## src/rtl/obstacle_sequencer_pkg.sv

```systemverilog
// -----------------------------------------------------------------------------
// obstacle_sequencer_pkg
// Shared definitions for the obstacle sequencer: mux geometry, FSM state
// encoding and the slot-selection helper used when loading a new obstacle.
// -----------------------------------------------------------------------------
package obstacle_sequencer_pkg;

    localparam int SEL_W   = 3;   // width of the obstacle mux select
    localparam int N_SLOTS = 8;   // number of mux inputs / generators
    localparam int OBST_W  = 36;  // width of one obstacle bus into the mux
    localparam int LFSR_W  = 8;

    localparam logic [SEL_W-1:0] IDLE_SEL_DEF = 3'd0;

    typedef enum logic [1:0] {
        ST_IDLE = 2'd0,
        ST_LOAD = 2'd1,
        ST_RUN  = 2'd2,
        ST_GAP  = 2'd3
    } state_e;

    // Turn a random 3-bit value into a playable slot: never the idle slot and
    // never the slot used last time. A single +1 step away from last_sel is
    // enough because last_sel itself is never the idle slot.
    function automatic logic [SEL_W-1:0] pick_sel(
        input logic [SEL_W-1:0] rnd,
        input logic [SEL_W-1:0] last_sel,
        input logic [SEL_W-1:0] idle_sel
    );
        logic [SEL_W-1:0] cand;
        cand = rnd;
        if (cand == idle_sel) begin
            cand = cand + 3'd1;
        end
        if (cand == last_sel) begin
            cand = cand + 3'd1;
            if (cand == idle_sel) begin
                cand = cand + 3'd1;
            end
        end
        return cand;
    endfunction

endpackage

```

## src/rtl/obstacle_sequencer_lfsr.sv

```systemverilog
// -----------------------------------------------------------------------------
// obstacle_sequencer_lfsr
// 8-bit Fibonacci LFSR (taps 8,6,5,4) used as the obstacle randomiser.
// Ports:
//   clk    in   clock
//   rst_n  in   asynchronous active-low reset (loads SEED)
//   en     in   shift enable
//   rnd    out  low SEL_W bits of the LFSR state
// -----------------------------------------------------------------------------
module obstacle_sequencer_lfsr
    import obstacle_sequencer_pkg::*;
#(
    parameter logic [LFSR_W-1:0] SEED = 8'hA5
) (
    input  logic             clk,
    input  logic             rst_n,
    input  logic             en,
    output logic [SEL_W-1:0] rnd
);

    logic [LFSR_W-1:0] lfsr_q;
    logic              fb;

    // Taps 8,6,5,4 in 1-based polynomial numbering map to bits 7,5,4,3.
    assign fb = lfsr_q[7] ^ lfsr_q[5] ^ lfsr_q[4] ^ lfsr_q[3];

    always_ff @(posedge clk or negedge rst_n) begin
        if (!rst_n) begin
            lfsr_q <= SEED;
        end else if (en) begin
            lfsr_q <= {lfsr_q[LFSR_W-2:0], fb};
        end
    end

    assign rnd = lfsr_q[SEL_W-1:0];

endmodule

```

## src/rtl/obstacle_sequencer.sv

```systemverilog
// -----------------------------------------------------------------------------
// obstacle_sequencer
// Drives the 8:1 obstacle mux select and starts each obstacle generator in
// turn. Picks the next slot pseudo-randomly (never idle, never a repeat),
// waits for that generator's done flag or a frame timeout, holds a blank gap
// and repeats until game_over.
// Ports:
//   pclk            in   pixel clock
//   rst             in   asynchronous active-low reset
//   frame_tick      in   1-cycle pulse per frame
//   game_start      in   1-cycle pulse, begins the sequence from IDLE
//   game_over       in   aborts the sequence on the next edge
//   obstacle_done   in   [7:0] per-slot done levels
//   select          out  [2:0] mux select, IDLE_SEL when no obstacle runs
//   obstacle_start  out  [7:0] one-hot 1-cycle start pulse
//   active          out  high in LOAD/RUN/GAP
//   round_count     out  [7:0] obstacles completed, saturating at 255
// -----------------------------------------------------------------------------
module obstacle_sequencer
    import obstacle_sequencer_pkg::*;
#(
    parameter int               GAP_FRAMES     = 30,
    parameter int               TIMEOUT_FRAMES = 600,
    parameter logic [7:0]       LFSR_SEED      = 8'hA5,
    parameter logic [SEL_W-1:0] IDLE_SEL       = IDLE_SEL_DEF
) (
    input  logic               pclk,
    input  logic               rst,
    input  logic               frame_tick,
    input  logic               game_start,
    input  logic               game_over,
    input  logic [N_SLOTS-1:0] obstacle_done,
    output logic [SEL_W-1:0]   select,
    output logic [N_SLOTS-1:0] obstacle_start,
    output logic               active,
    output logic [7:0]         round_count
);

    localparam int MAX_FRAMES = (GAP_FRAMES > TIMEOUT_FRAMES) ? GAP_FRAMES : TIMEOUT_FRAMES;
    localparam int CNT_W      = $clog2(MAX_FRAMES);

    localparam logic [CNT_W-1:0] GAP_LAST = CNT_W'(GAP_FRAMES - 1);
    localparam logic [CNT_W-1:0] TMO_LAST = CNT_W'(TIMEOUT_FRAMES - 1);

    state_e             state_q;
    logic [SEL_W-1:0]   sel_q;
    logic [SEL_W-1:0]   last_sel_q;
    logic [N_SLOTS-1:0] start_q;
    logic               active_q;
    logic [7:0]         round_q;
    logic [CNT_W-1:0]   cnt_q;

    logic [SEL_W-1:0]   rnd;
    logic [SEL_W-1:0]   cand_d;
    logic               first_run;
    logic               done_hit;
    logic               tmo_hit;
    logic               run_exit;
    logic [7:0]         round_d;

    obstacle_sequencer_lfsr #(
        .SEED (LFSR_SEED)
    ) u_lfsr (
        .clk   (pclk),
        .rst_n (rst),
        .en    (1'b1),
        .rnd   (rnd)
    );

    assign cand_d = pick_sel(rnd, last_sel_q, IDLE_SEL);

    // The start pulse is only ever high in the first RUN cycle, so it doubles
    // as the "ignore done this cycle" flag.
    assign first_run = |start_q;
    assign done_hit  = obstacle_done[sel_q] && !first_run;
    assign tmo_hit   = frame_tick && (cnt_q == TMO_LAST);
    assign run_exit  = done_hit || tmo_hit;
    assign round_d   = (round_q == 8'hFF) ? round_q : round_q + 8'd1;

    always_ff @(posedge pclk or negedge rst) begin
        if (!rst) begin
            state_q    <= ST_IDLE;
            sel_q      <= IDLE_SEL;
            last_sel_q <= IDLE_SEL;
            start_q    <= '0;
            active_q   <= 1'b0;
            round_q    <= 8'd0;
            cnt_q      <= '0;
        end else begin
            start_q <= '0;
            if (game_over) begin
                // round_q and last_sel_q deliberately keep their values.
                state_q  <= ST_IDLE;
                sel_q    <= IDLE_SEL;
                active_q <= 1'b0;
                cnt_q    <= '0;
            end else begin
                case (state_q)
                    ST_IDLE: begin
                        if (game_start) begin
                            state_q  <= ST_LOAD;
                            active_q <= 1'b1;
                            round_q  <= 8'd0;
                        end
                    end
                    ST_LOAD: begin
                        sel_q      <= cand_d;
                        last_sel_q <= cand_d;
                        start_q    <= N_SLOTS'(1) << cand_d;
                        cnt_q      <= '0;
                        state_q    <= ST_RUN;
                    end
                    ST_RUN: begin
                        if (run_exit) begin
                            sel_q   <= IDLE_SEL;
                            round_q <= round_d;
                            cnt_q   <= '0;
                            state_q <= ST_GAP;
                        end else if (frame_tick) begin
                            cnt_q <= cnt_q + 1'b1;
                        end
                    end
                    ST_GAP: begin
                        if (frame_tick) begin
                            if (cnt_q == GAP_LAST) begin
                                cnt_q   <= '0;
                                state_q <= ST_LOAD;
                            end else begin
                                cnt_q <= cnt_q + 1'b1;
                            end
                        end
                    end
                    default: begin
                        state_q <= ST_IDLE;
                    end
                endcase
            end
        end
    end

    assign select         = sel_q;
    assign obstacle_start = start_q;
    assign active         = active_q;
    assign round_count    = round_q;

endmodule
```

## config.mk

```make
export PLATFORM = sky130hd
export DESIGN_NAME = obstacle_sequencer
export DESIGN_NICKNAME = d
export VERILOG_FILES = /design/src/rtl/obstacle_sequencer_pkg.sv /design/src/rtl/obstacle_sequencer_lfsr.sv /design/src/rtl/obstacle_sequencer.sv
export SDC_FILE = /design/constraint.sdc
export NUM_CORES = 1
export LEC_CHECK = 0
export CORE_ASPECT_RATIO = 0.6
export CORE_MARGIN = 5
export CORE_UTILIZATION = 45
export CTS_BUF_LIST = sky130_fd_sc_hd__clkbuf_8 sky130_fd_sc_hd__clkbuf_16
export DETAILED_ROUTE_END_ITERATION = 8
export HOLD_SLACK_MARGIN = 0.02
export PLACE_DENSITY = 0.74
export SYNTH_ARGS = -nofsm -noshare
export SYNTH_HDL_FRONTEND = slang
export SYNTH_SLANG_ARGS = --single-unit
```

## constraint.sdc

```tcl
create_clock -name pclk -period 5.6 [get_ports pclk]
set_input_delay 1.68 -clock pclk [delete_from_list [all_inputs] [get_ports pclk]]
set_output_delay 1.68 -clock pclk [all_outputs]
set_load 0.05 [all_outputs]
```

==> metrics.cfg, run 1 <==
[drt]
ant_nets=0
drt-pass1-iter-count=4
wl_met1_um=2730
met3_length_um=286
first_iter_violations=109
viasPerCell=5.58
drc=0
routed.top_layer=met4
wl_per_cell_um=15.2
via_count=1853
wirelength_um=5060
wl_met2_um=1980

[yosys]
synth_top_cell_by_area=dfrtp_1
ys_top_cells_by_count=dfrtp_1, nand2_1, o21ai_0
yosys_warnings=0
ys_types=47
syn_avg_cell_area_um2=10.1
syn_area_um2=2350
ys_seq_area_share_pct=45.9
synthesis.nets=256
synthDominantCellAreaShare_pct=41.4
synth-async-reset-ratio_pct=100
synth_edf_count=0
yosys-top-cells-area=dfrtp_1, ha_1, nand2_1
ys_seq_elements=43
yosysMostFrequentCell=dfrtp_1
synth_ff_type=dfrtp_1
synthCells=232

[sta]
slew_headroom_pct=38.1
rsz0062_at_grt=false
final.min_clock_period_ns=3.81
timing.final.hold_violations=0
fmax_mhz=263
tightestPinTransition_ns=0.929
finalSetupTns_ns=0
fin_crit_sh_pct=68.0
finalMaxSlewViolations=0
hold_ws_ns=0.356
setup_viol=0
finClkSkew_ns=0.00302

[floorplan]
die-area_um2=6830
die_height_um=66.0
num_rows=20
ios=33
core_um2=5050
die_x_um=103
initial_core_util_pct=46.6

[clocking]
clkTransAtPathRegs_ns=0.08
cts_tree=done
clkSinkCount=43
post-cts-setup-buffers=0
clock_latency_ns=0.29
cts_buffer_depth=2
cts_buffers=5
htreeDepth=2
cts_hold_buf=0
cts_resized=0
cts_root_buf=clkbuf_8

[cells_and_area]
fin_nets=289
finalCoreUtilization_pct=55.6
drive_gt1_share_pct=9.40
antennaDiodeCount=0
synthToLayoutAreaGrowth_pct=19.3
design_area_um2=2810

[setup_path]
cp.arrival_ns=4.04
cp.required_ns=5.83
start_kind=primary input
reg2reg_slack_ns=2.71
path_max_fanout=12
worst-setup-path-type=in -> reg
end_kind=register

[place]
dp_hpwl_um=3680
io_buffer_count=32
gp_congestion=0.826
post_dp_cell_area_um2=2730

[global_route]
grt_pass1_vias=1766
overflow=0
antenna_found_initial=0
grt_use_total_pct=16.3
grt_max_degree=44
grt_pass1_wl_um=8550

[pwr]
power_density_nw_per_um2=377
p_leak_nw=1.26
peakVddDrop_uv=171

[status]
status=finished, final reports clean

[hold_path]
hp-class=reg -> reg

[run]
cap_violations=0

report_power, final:
part / switching [mW] / internal (mW)
sequential: 0.0562 / 0.354
combinational: 0.293 / 0.171
clock: 0.102 / 0.0839
total: 0.451 / 0.609
flip-flops by register name, summed over array words and instances, names as in the netlist:
register and count:
active 1, last_sel_q 3, state_q 2, cnt_q 10
obstacle_start 8, round_count 8, u_lfsr.lfsr_q 8, select 3
layout make-up:
type | instances | area [um2]
Sequential cell | 43 | 1080
Clock buffer | 5 | 68.8
Inverter | 10 | 37.5
Multi-Input combinational cell | 173 | 1210
Timing Repair Buffer | 32 | 315
Tap cell | 66 | 82.6
Fill cell | 441 | 2250
Clock inverter | 3 | 12.5
per-stage QoR:
step / power [mW] / instances / setup WS [ns]
after floorplan: 0.743 / 232 / 2.48
after global placement: 0.866 / 324 / 1.57
after detailed placement: 0.877 / 324 / 1.54
after CTS: 1.07 / 332 / 1.85
after global routing: 1.13 / 332 / 1.67
final: 1.06 / 332 / 1.79
critical path: stages:
cell	delay (ns)
clkdlybuf4s50_1	0.45
mux2i_1	0.07
a311oi_2	0.29
o211ai_2	0.18
a31oi_1	0.76
and2_1	0.42
a22o_1	0.18
cell usage in the layout (no fill, tap or decap), types with 5 or more instances in the layout:
master	n
inv_1	12
xnor2_1	6
nor3_1	9
o221ai_1	5
and3_1	11
nor2_1	10
clkbuf_8	5
o21ai_0	17
dfrtp_1	39
nand3b_1	5
nor2b_1	9
ha_1	11
nand2_1	32
mux2i_1	6
clkdlybuf4s50_1	31
a22o_1	8
layer usage:
| metal | global-route usage [%] | vias to the layer above |
|---|---|---|
| li1 | - | 906 |
| met1 | 25.4 | 891 |
| met2 | 21.3 | 51 |
| met3 | 4.43 | 5 |
| met4 | 5.82 | 0 |
| met5 | 0 | - |
logic make-up after synthesis:
kind of cell | after synthesis | share of synthesized area [%]
simple gates | 97 | 22.4
compound gates | 46 | 14.8
flops | 43 | 45.9
xor+xnor | 8 | 2.98
fa+ha+maj | 11 | 5.84
buf+inv | 16 | 2.66
mux | 11 | 5.42
final timing paths:
| kind | start | to | cells past startpoint |
|---|---|---|---|
| hold reg to reg | u_lfsr.lfsr_q[6] | u_lfsr.lfsr_q[7] | 0 |
| max in group asynchronous | rst | round_count[0] | 1 |
| hold / removal | u_lfsr.lfsr_q[6] | u_lfsr.lfsr_q[7] | 0 |
| setup / recovery | obstacle_done[6] | cnt_q[9] | 7 |
| min in group asynchronous | rst | obstacle_start[7] | 1 |
| setup reg to reg | state_q[0] | cnt_q[9] | 8 |
No activity file was read; power rests on OpenSTA's default activity.
==> inputs of run 2 (changes only) <==
==> constraint.sdc (replaced) <==
create_clock -name pclk -period 3.9 [get_ports pclk]
set_input_delay 1.17 -clock pclk [delete_from_list [all_inputs] [get_ports pclk]]
set_output_delay 1.17 -clock pclk [all_outputs]
set_load 0.05 [all_outputs]
==> metrics.cfg, run 2 (synthesized netlist as in run 1, its figures left out) <==
[setup_path]
start_kind=primary input
cp.required_ns=4.08
timing.rr.start=u_lfsr.lfsr_q[0]
cp-startpoint=obstacle_done[7]
cp_top_family=compound AO/OA/AOI/OAI gates
path_max_fanout=12
cp.arrival_ns=3.11
worst-setup-path-type=in -> reg
critPathMaxStageDelay_ns=0.48
slowest_stage=mux4_2
end_kind=register
worst-path-buf-inv=2
path_cells=clkdlybuf4s50_1 -> mux4_2 -> o211ai_2 -> a31oi_1 -> buf_4 -> and2_1 -> a22o_1

[drt]
first_iter_violations=127
ant_nets=0
wirelength_um=4950
drc=0
wl_per_cell_um=14.8
drt-pass1-iter-count=4
viasPerCell=5.49
via_count=1838

[pwr]
power_mw=1.61
p_leak_nw=1.28
p_comb_share_pct=42.2
p_sw_share_pct=40.6
p_clk_share_pct=21.3
power.switching_uw=651
pwr-share-seq_pct=36.4
p_int_uw=954
peakVddDrop_uv=277
power_density_nw_per_um2=561

[floorplan]
num_rows=20
initial_core_util_pct=46.6
die_x_um=103
ios=33
core_um2=5050
die-area_um2=6830
die_height_um=66.0

[global_route]
antenna_found_initial=0
grt_pass1_vias=1767
grt_max_degree=44
grt_pass1_wl_um=8310
grt_use_total_pct=15.9
overflow=0

[place]
gp_congestion=0.834
dp_hpwl_um=3600
dp_worst_setup_slack_ns=0.660
io_buffer_count=32

[cells_and_area]
antennaDiodeCount=0
fill_cells=445
largest_reg_flops=10
multi_input_area_um2=1210
register_area_um2=1080
regMostFlops=cnt_q
final_common_cell=dfrtp_1
drive_gt1_share_pct=11.2
final_cell_mix=dfrtp_1, nand2_1, clkdlybuf4s50_1, o21ai_0
fin_nets=292
synthToLayoutAreaGrowth_pct=21.6

[clocking]
htreeDepth=2
cts_buffers=5
post-cts-setup-buffers=0
cts_tree=done
clock_latency_ns=0.29
clkTransAtPathRegs_ns=0.08
cts_buffer_depth=2
cts_resized=0
cts_root_buf=clkbuf_8
clkSinkCount=43
cts_hold_buf=0

[hold_path]
hp-class=reg -> reg
hp-start=u_lfsr.lfsr_q[6]

[sta]
setup_viol=0
tightestPinTransition_ns=0.953
slew_headroom_pct=36.5
timing.final.hold_violations=0
finalSetupTns_ns=0
fin_ws_ns=0.976
rsz0062_at_grt=false
fmax_mhz=342
final.min_clock_period_ns=2.92
finalMaxSlewViolations=0
fin_crit_sh_pct=75.0
finClkSkew_ns=0.00395

[status]
status=finished, final reports clean

[run]
cap_violations=0

run 2: cell count changes in the layout (fill, tap and decap cells not counted), sizes merged:
cell / delta
buf: +3
bufinv: +1
clkinv: +1
inv: -2
run 2: power by group through the flow:
stage	combinational (mW)	clock (mW)	sequential, mW
5_1_grt	0.737	0.376	0.599
6_report	0.677	0.343	0.585
2_1_floorplan	0.342	0	0.724
4_1_cts	0.678	0.353	0.586
3_5_place_dp	0.673	0	0.593
3_3_place_gp	0.664	0	0.592
run 2: cell type report:
type / count / area share [%]
Multi-Input combinational cell: 173 / 42.3
Sequential cell: 43 / 37.8
Timing Repair Buffer: 35 / 11.8
Tap cell: 66 / 2.88
Clock buffer: 5 / 2.40
Clock inverter: 3 / 1.53
Inverter: 10 / 1.31
run 2: metal layers:
layer	vias up	GRT usage (%)	wire [um]
li1	918	-	-
met4	0	5.01	41
met5	-	0	0
met1	864	23.7	2610
met2	52	21.4	1930
met3	4	5.27	375
run 2: path summary, 6_finish.rpt:
path	to	slack [ns]	cells after the start
hold reg to reg	u_lfsr.lfsr_q[7]	0.36	0
setup / recovery	cnt_q[9]	0.98	7
max in group asynchronous	round_count[7]	2.29	1
min in group asynchronous	cnt_q[1]	1.02	1
hold / removal	u_lfsr.lfsr_q[7]	0.36	0
setup reg to reg	select[0]	1.26	8
run 2: metrics by stage:
stage,util [%],instance area [um2],instances,hold WS [ns]
after floorplan,-,2350,232,0.333
after global placement,54.4,2750,327,0.335
after detailed placement,54.4,2750,327,0.345
after CTS,56.6,2860,335,0.361
after global routing,56.6,2860,335,0.364
final,56.6,2860,335,0.357
==> inputs of run 3 (changes only) <==
--- a/config.mk
+++ b/config.mk
@@ -11,7 +11,7 @@
 export CTS_BUF_LIST = sky130_fd_sc_hd__clkbuf_8 sky130_fd_sc_hd__clkbuf_16
 export DETAILED_ROUTE_END_ITERATION = 8
 export HOLD_SLACK_MARGIN = 0.02
-export PLACE_DENSITY = 0.74
+export PLACE_DENSITY = 0.76
 export SYNTH_ARGS = -nofsm -noshare
 export SYNTH_HDL_FRONTEND = slang
 export SYNTH_SLANG_ARGS = --single-unit
==> constraint.sdc (replaced) <==
create_clock -name pclk -period 2.65 [get_ports pclk]
set_input_delay 0.795 -clock pclk [delete_from_list [all_inputs] [get_ports pclk]]
set_output_delay 0.795 -clock pclk [all_outputs]
set_load 0.05 [all_outputs]
==> metrics.cfg, run 3 (synthesized netlist as in run 1, its figures left out) <==
[cells_and_area]
regMostFlops=cnt_q
fin_cells=348
largest_reg_flops=10
fin_nets=305
design_area_um2=3000
antennaDiodeCount=0
synthToLayoutAreaGrowth_pct=27.5
final_cell_mix=dfrtp_1, nand2_1, clkdlybuf4s50_1, o21ai_0, buf_4
drive_gt1_share_pct=17.7
fill_cells=421
final_common_cell=dfrtp_1

[place]
gp_congestion=0.841
dp_hpwl_um=3730
post_dp_cell_area_um2=2830
io_buffer_count=32
dp.cells=337

[floorplan]
ios=33
core_um2=5050
num_rows=20
die_x_um=103
initial_core_util_pct=46.6
die-area_um2=6830
die_height_um=66.0

[clocking]
cts_tree=done
htreeDepth=2
clkSinkCount=43
cts_buffers=5
clkTransAtPathRegs_ns=0.08
clock_latency_ns=0.29
cts_root_buf=clkbuf_8
cts_buffer_depth=2

[global_route]
overflow=0
grt_use_total_pct=16.8
grt_pass1_vias=1878
grt_max_degree=44
grt_pass1_wl_um=8880
antenna_found_initial=0

[setup_path]
path_cells=inv_1 -> ha_1 -> nor2b_2 -> mux2i_2 -> xnor2_2 -> or3_4 -> or4b_1 -> a41oi_2
critPathMaxStageDelay_ns=0.59
path_max_fanout=4
r2r-end=select[0]
cp.arrival_ns=2.84
cp_top_family=simple AND/OR/NAND/NOR gates
cp.required_ns=2.86
worst-setup-path-type=reg -> reg
slowest_stage=dfstp_2
start_kind=register
timing.rr.start=u_lfsr.lfsr_q[0]
worst-path-buf-inv=1
end_kind=register
reg2reg_slack_ns=0.02
reg2regPathDepth=8

[hold_path]
hold_end=u_lfsr.lfsr_q[7]
hold_depth=0
hp-start=u_lfsr.lfsr_q[6]
hp-class=reg -> reg

[sta]
final.min_clock_period_ns=2.63
fin_crit_sh_pct=99.3
rsz0062_at_grt=true
fmax_mhz=380
timing.final.hold_violations=0
tightestPinTransition_ns=0.546
setup_viol=0
finalSetupTns_ns=0
finClkSkew_ns=0.00848
slew_headroom_pct=63.6
finalMaxSlewViolations=0

[pwr]
p_comb_share_pct=44.0
power_density_nw_per_um2=807
peakVddDrop_uv=370
pwr-share-seq_pct=35.9
power_mw=2.42
power.switching_uw=974
p_clk_share_pct=20.1
p_int_mw=1.45
p_sw_share_pct=40.2
p_leak_nw=1.36

[drt]
ant_nets=0
drc=0
wl_per_cell_um=15.0
first_iter_violations=105
viasPerCell=5.46
drt-pass1-iter-count=4
wirelength_um=5210
via_count=1900

[status]
status=finished, final reports clean

[run]
cap_violations=0

## run 3: cell types whose count changed in the layout (fill, tap and decap cells not counted), sizes merged
cell | before | now
inv | 10 | 12
buf | 4 | 17
clkinv | 2 | 0
## run 3: worst max-delay path by stage
stage | start | endpoint | slack (ns) | cells after the start
floorplan | obstacle_start[1] | round_count[5] | 0.18 | 6
global placement | obstacle_done[7] | state_q[0] | -0.13 | 7
detailed placement | obstacle_done[7] | state_q[0] | -0.15 | 7
CTS | u_lfsr.lfsr_q[0] | select[0] | 0.02 | 8
global route | u_lfsr.lfsr_q[0] | select[0] | -0.08 | 8
finish | u_lfsr.lfsr_q[0] | select[0] | 0.02 | 8
## run 3: timing repair
action | CTS | global route
hold buffers | 0 | 0
setup endpoints to repair | 0 | 13
resized for setup | 0 | 10
buffers inserted | 0 | 3
## run 3: layout make-up
class / count / area, um2 / share of cell area [%]
Clock buffer: 5 / 68.8 / 2.29
Clock inverter: 3 / 37.5 / 1.25
Inverter: 10 / 37.5 / 1.25
Multi-Input combinational cell: 173 / 1260 / 41.9
Sequential cell: 43 / 1080 / 36.0
Tap cell: 66 / 82.6 / 2.75
Timing Repair Buffer: 48 / 435 / 14.5
## run 3: per-layer routing
layer / up-vias / global-route usage, % / wire [um]
met4: 0 / 5.01 / 60
met5: - / 0 / 0
li1: 940 / - / -
met3: 8 / 5.16 / 326
met1: 905 / 24.6 / 2660
met2: 47 / 23.8 / 2160
## run 3: power groups by stage
stage	registers [mW]	clock network [mW]	logic, mW
after floorplan	1.07	0	0.504
after global placement	0.872	0	1.02
after detailed placement	0.877	0	1.04
after CTS	0.866	0.503	1.05
after global routing	0.889	0.529	1.17
final	0.868	0.488	1.07
## run 3: metrics by stage
stage / setup slack [ns] / utilization [%] / hold WS [ns]
final: 0.0194 / 59.4 / 0.359
after global routing: -0.0821 / 59.4 / 0.372
after CTS: 0.0194 / 58.0 / 0.363
after detailed placement: -0.154 / 55.9 / 0.348
after global placement: -0.126 / 55.9 / 0.336
after floorplan: 0.182 / - / 0.333
